File: config.mk
export PLATFORM = sky130hd
export DESIGN_NAME = operand_loader
export DESIGN_NICKNAME = d
export VERILOG_FILES = /design/src/rtl/operand_loader.sv
export SDC_FILE = /design/constraint.sdc
export NUM_CORES = 1
export LEC_CHECK = 0
export ABC_AREA = 1
export CAP_MARGIN = 15
export CORE_MARGIN = 2
export CORE_UTILIZATION = 45
export CTS_CLUSTER_DIAMETER = 100
export DETAILED_ROUTE_END_ITERATION = 10
export DONT_BUFFER_PORTS = 1
export PLACE_DENSITY_LB_ADDON = 0.3
export SLEW_MARGIN = 5
export SYNTH_ARGS = -nofsm -noshare
export SYNTH_HDL_FRONTEND = slang
export SYNTH_SLANG_ARGS = --single-unit
File: constraint.sdc
create_clock -name clk -period 2.46 [get_ports clk]
set_input_delay 0.492 -clock clk [delete_from_list [all_inputs] [get_ports clk]]
set_output_delay 0.492 -clock clk [all_outputs]
set_load 0.01 [all_outputs]
File: src/rtl/operand_loader.sv
// Debounces two push-buttons and, on each debounced press, loads the synchronized switch value
// as an operand for a downstream comparator, tracking which operands have been supplied.
module operand_loader #(
  parameter int unsigned DB_CYCLES = 4
) (
  input  logic       clk,
  input  logic       rst_n,
  input  logic       btn1_raw,
  input  logic       btn2_raw,
  input  logic [3:0] sw_in,
  output logic [3:0] in,
  output logic       push1,
  output logic       push2,
  output logic       both_loaded,
  output logic [7:0] load_count
);

  typedef enum logic [1:0] {StEmpty, StHave1, StHave2, StBoth} state_e;

  logic [1:0]      btn_s1_q, btn_s2_q;
  logic [3:0]      sw_s1_q, sw_s2_q;
  logic [1:0]      db_q, db_d, db_dly_q;
  logic [1:0][7:0] cnt_q, cnt_d;
  logic [1:0]      push_q, push_d;
  logic [3:0]      in_q, in_d;
  state_e          state_q, state_d;
  logic            both_q, both_d;
  logic [7:0]      count_q, count_d;

  always_comb begin
    db_d  = db_q;
    cnt_d = cnt_q;
    for (int i = 0; i < 2; i++) begin
      if (btn_s2_q[i] == db_q[i]) begin
        cnt_d[i] = 8'd0;
      end else if (cnt_q[i] == 8'(DB_CYCLES - 1)) begin
        // This sample completes the mismatch run: accept the new level.
        db_d[i]  = ~db_q[i];
        cnt_d[i] = 8'd0;
      end else begin
        cnt_d[i] = cnt_q[i] + 8'd1;
      end
    end
  end

  always_comb begin
    push_d  = db_q & ~db_dly_q;
    in_d    = in_q;
    state_d = state_q;
    count_d = count_q;
    if (|push_d) begin
      in_d = sw_s2_q;
      if (count_q != 8'hFF) count_d = count_q + 8'd1;
    end
    unique case (state_q)
      StEmpty: begin
        if (push_d == 2'b11)      state_d = StBoth;
        else if (push_d == 2'b01) state_d = StHave1;
        else if (push_d == 2'b10) state_d = StHave2;
      end
      StHave1: if (push_d[1]) state_d = StBoth;
      StHave2: if (push_d[0]) state_d = StBoth;
      StBoth:  state_d = StBoth;
      default: state_d = StEmpty;
    endcase
    both_d = (state_d == StBoth);
  end

  always_ff @(posedge clk or negedge rst_n) begin
    if (!rst_n) begin
      btn_s1_q <= '0;
      btn_s2_q <= '0;
      sw_s1_q  <= '0;
      sw_s2_q  <= '0;
      db_q     <= '0;
      db_dly_q <= '0;
      cnt_q    <= '0;
      push_q   <= '0;
      in_q     <= '0;
      state_q  <= StEmpty;
      both_q   <= 1'b0;
      count_q  <= '0;
    end else begin
      btn_s1_q <= {btn2_raw, btn1_raw};
      btn_s2_q <= btn_s1_q;
      sw_s1_q  <= sw_in;
      sw_s2_q  <= sw_s1_q;
      db_q     <= db_d;
      db_dly_q <= db_q;
      cnt_q    <= cnt_d;
      push_q   <= push_d;
      in_q     <= in_d;
      state_q  <= state_d;
      both_q   <= both_d;
      count_q  <= count_d;
    end
  end

  assign in          = in_q;
  assign push1       = push_q[0];
  assign push2       = push_q[1];
  assign both_loaded = both_q;
  assign load_count  = count_q;

endmodule

Word-level counts from Yosys, hierarchy flattened
Cells that the tools add are included.
- bits in registers: 49
- bits in latches: 0
- memory bits (writable): 0
- bits in read-only memories: 0
- bits of input ports: 8
- output and inout port bits: 15
- logic and storage cells: 50
- memories: 0
- add/sub/neg operators: 3
- $mul: 0
- divide/modulo/power cells: 0
- $lt $le $gt $ge: 0
- equal/unequal tests: 12
- shifts and indexed selects: 0
- multiplexer cells: 10
- bitwise gates (word level): 6
- reductions and logical operators: 5
- operators with widths (cell ; count):
    $mux 8 ; 4
    $add 8x1->8 const B ; 3
    $eq 8x2->1 const B ; 2
    $eq 2x2->1 const B ; 5
    $mux 2 ; 5
    $ne 8x8->1 const B ; 1
    $pmux 2 s4 ; 1
    $reduce_and 2->1 ; 3
    $eq 2x1->1 const B ; 2
    $not 1->1 ; 4
    $and 2x2->2 ; 1
    $eq 1x1->1 ; 2
    $logic_not 2->1 ; 1
    $not 2->2 ; 1
    $reduce_or 2->1 ; 1

Longest topological paths before layout
- depth in word-level cells: 8
- depth in mapped cells: 8
- depth with buffers taken out: 8

Worst setup path before layout
Ideal clock, no wire load.
- path type: register to register
- start: reg count_q[1] (netlist: load_count[1])
- end: reg count_q[6] (netlist: load_count[6])
- library setup time: 116 ps
- data arrival time: 1131 ps
- data required time: 2344 ps
- setup slack: 1213 ps
- stages on the path, launching flop included: 9
- path buffers: 0
- period minus slack after synthesis: 1247 ps
- cell sequence: dfrtp_1 ha_1 nand3_2 inv_2 nand2_2 nand2_4 inv_4 nand2_1 nand2_1
- word-level cells in the longest chain between the ends: 2
- elaborated cells on any way between the ends: 3
- those cells by class: add/sub (1); eq/ne (1); reduce/logical (1)
- RTL lines (what ; RTL line ; text):
    start: declaration ; 28 ; logic [7:0] count_q, count_d;
    start signal: assignment ; 95 ; count_q <= count_d;
    branches (longest 2 deep; another with $add 8x1->8) ; -- ;
Several ways; the timed one is not identified.
A chain may end at the register's enable or synchronous reset.

Worst setup path after layout
- start: reg count_q[1] (netlist: load_count[1])
- end: reg count_q[4] (netlist: load_count[4])
The elaborated chain is that of the path after synthesis.

==> results.md <==
- Max Clk Rate: 720.5 MHz
- Clock sink count: 49
- Initial antenna violation count: 0
- Crit-path cells: ha_1, nand3_2, inv_2, nand2_2, nand2_4, inv_4, nand2_1, nand2_1
- Startpoint Class: register
- Cell Int Power: 1.344 mW
- Netlist cell types: 23
- Fill count: 394
- Cts bufs inserted: 5
- Reg power frac: 54.5%
- Synth Cell Area: 2029 um2
- Post-layout minimum cycle time: 1.388 ns
- Synth Area in Simple Gates: 22.75%
- IO Count: 23
- HP Class: input port to asynchronous set/reset pin
- Initial core utilization: 46.61%
- Clock network fraction of total power: 23.8%
- Routed vias/inst: 4.726
- Commonest non-fill, non-tap cell in the layout: nand2_1
- Post-synthesis sequential area ratio: 60.42%
- Number of buffers added on ports: 0
- Drt wl/cell: 10.92 um
- Critical Path End Type: register
- Dpl cells: 268
- Net Switching: 756.5 uW
- Slowest stage delay, CP: 0.47 ns
- Worst slew pin tran: 0.3271 ns
- Cells after Synth: 217
- Core Region: 4354 um2
- Syn Nets: 228
- Worst-Skew Late Latency: 0.31 ns
- Max VDD drop: 0.0002783 V
- Area growth, synth to finish: 8.816%
- Crit-path leading delay family: flip-flops
- Most used cell, CP: nand2_1
- Initial DRC Count: 78
- Sum Neg Setup Slack: 0 ns
- Placer Congestion: 0.8260
- Share of layout cells above drive strength 1: 8.000%
- Post-synthesis compound-gate area fraction: 5.117%
- Clk_skew: 0.009173 ns
- Routed vias: 1,309
- RSZ-0062 raised after global routing: no
- Diodes inserted: 0
- Synth Area per Inst: 9.352 um2
- Most frequent cells in the layout: nand2_1 (61), dfrtp_1 (49), inv_1 (29), nor2_1 (26), o21ai_0 (8)
- Fin crit share: 56.42%
- CP Data Arrival Time: 1.58 ns
- Number of H-tree levels: 2
- Setup violators final: 0
- Buf/Inv on CP: 2
- Post-route DRC violation count: 0
- Post_cts resized: 0
- Final Max Slew Viols: 0
- Clock-pin transition on the worst setup and hold timing paths: 0.10 ns
- Yosys top cell area share: 60.42%
- Hold slack: 0.01599 ns
- Final #Nets: 235
- Mux contribution to synthesized area: 0%
- Crit path max fanout: 9
- CTS Hold Bufs: 1
- Post-Layout Cell Count: 277
- CTS tree: done
- Grt total ovfl: 0
- Die H: 71.16 um
- Largest family of logic cells by synthesized area: simple AND/OR/NAND/NOR gates
- Switching portion of total power: 36.02%
- Kind of critical path: register to register
- Xor-xnor portion of the synthesized cell area: 3.453%
- Outcome: completed
- Clock Tree Root: clkbuf_8
- Antenna Nets Post-Route: 0
- Vias in the first global route: 1,321
- Max_slew headroom: 78.11%
- LEAKAGE: 1.093 nW
- Largest net degree at the start of global routing: 50
- First-pass GRT wire length: 5740 um
- Final WL: 3026 um
- Pwr/cell area: 951.1 nW/um2
- Total GRT Usage: 14.54%
- Seq cells post-synth: 49
- Yosys warns: 0
- Synth area leaders: dfrtp_1 (60%), nand2_1 (11%), inv_1 (5.4%), nor2_1 (4.8%), xnor2_1 (2.2%)
- Die W: 71.16 um
- Final hold vios: 0
- Logic pwr share: 21.8%
- Postcts setup bufs: 0
- Max Cap Viol: 0
- Synth area leader: dfrtp_1
- Row count: 24
- Max stage delay cell, worst path: dfrtp_1
- Critical Path RT: 2.66 ns
- Adder-cell share of the synthesized area: 1.850%
- Die area: 5063 um2
- CTS max path bufs: 2
- DR pass1 iterations: 4
- Hpwl dp: 2147 um
-- power groups by stage --
stage          Sequential (mW)  Combinational [mW]  Clock [mW]
2_1_floorplan             1.13               0.392           0
3_3_place_gp              1.15               0.432           0
3_5_place_dp              1.17               0.449           0
4_1_cts                   1.15               0.472       0.525
5_1_grt                   1.17               0.544       0.558
6_report                  1.14               0.457       0.500
-- worst register-to-register path, stage by stage (launching register included) --
cell and delay, ns:
dfrtp_1 0.47, ha_1 0.24, nand3_2 0.13, inv_2 0.08
nand2_2 0.07, nand2_4 0.12, inv_4 0.06, nand2_1 0.06
nand2_1 0.05
-- final timing paths --
path	to	cells past startpoint	slack [ns]	start
min in group clk	sw_s1_q[2]$_DFF_PN0_	0	0.20	sw_in[2]
max reg2reg	load_count[4]$_DFFE_PN0P_	8	1.07	load_count[1]$_DFFE_PN0P_
max	load_count[4]$_DFFE_PN0P_	8	1.07	load_count[1]$_DFFE_PN0P_
min	in[2]$_DFFE_PN0P_	1	0.02	rst_n
max in group asynchronous	cnt_q[12]$_DFF_PN0_	1	2.23	rst_n
min reg2reg	sw_s2_q[0]$_DFF_PN0_	0	0.35	sw_s1_q[0]$_DFF_PN0_
-- area by class of cell --
| cell class | count | area [um2] | share of cell area [%] |
|---|---|---|---|
| Clock inverter | 3 | 28.78 | 1.303 |
| Sequential cell | 49 | 1226 | 55.52 |
| Tap cell | 52 | 65.06 | 2.946 |
| Clock buffer | 5 | 68.82 | 3.116 |
| Inverter | 31 | 118.9 | 5.382 |
| Multi-Input combinational cell | 136 | 673.1 | 30.48 |
| Timing Repair Buffer | 1 | 27.53 | 1.246 |
-- state kept, by name, summed over array words and instances, names as in the netlist --
signal,cells
both_loaded,1
btn_s1_q,2
btn_s2_q,2
cnt_q,16
db_dly_q,2
db_q,2
in,4
load_count,8
push_q,2
state_q,2
sw_s1_q,4
sw_s2_q,4
-- cell families (layout without fill, tap and decap cells) --
logic type / Yosys count / count (layout)
simple gates: 109 / 109
compound gates: 16 / 16
xor+xnor: 8 / 8
buf+inv: 32 / 40
flops: 49 / 49
fa+ha+maj: 3 / 3
-- routing by layer --
metal  vias to the layer above  track usage (%)  wire [um]
met5                         -                0          0
met4                         0            6.918         57
met3                         5            4.843        139
met2                        22            24.28       1440
met1                       597            16.79       1389
li1                        685                -          -
-- synthesized netlist by cell type --
cell type and number:
buf_6 1, a21oi_1 2, inv_1 29, nand2_1 61, nor2_1 26, nand4_1 5
nor3_1 3, nand3_1 7, nor2_2 1, nand2_4 1, nand2_2 1, inv_2 1
inv_4 1, dfrtp_1 49, or2_2 2, nand3_2 1, xnor2_1 5, o21bai_1 5
o21ai_4 1, ha_1 3, nor3b_1 1, xor2_1 3, o21ai_0 8
-- stage by stage --
step	power, mW	utilization, %	setup WS (ns)	cell area [um2]
2_1_floorplan	1.521	-	1.213	2029
3_3_place_gp	1.586	47.84	1.128	2083
3_5_place_dp	1.614	47.84	1.069	2083
4_1_cts	2.145	50.72	1.054	2208
5_1_grt	2.274	50.72	0.9365	2208
6_report	2.100	50.72	1.072	2208
Power figures use the tool's default switching activity.
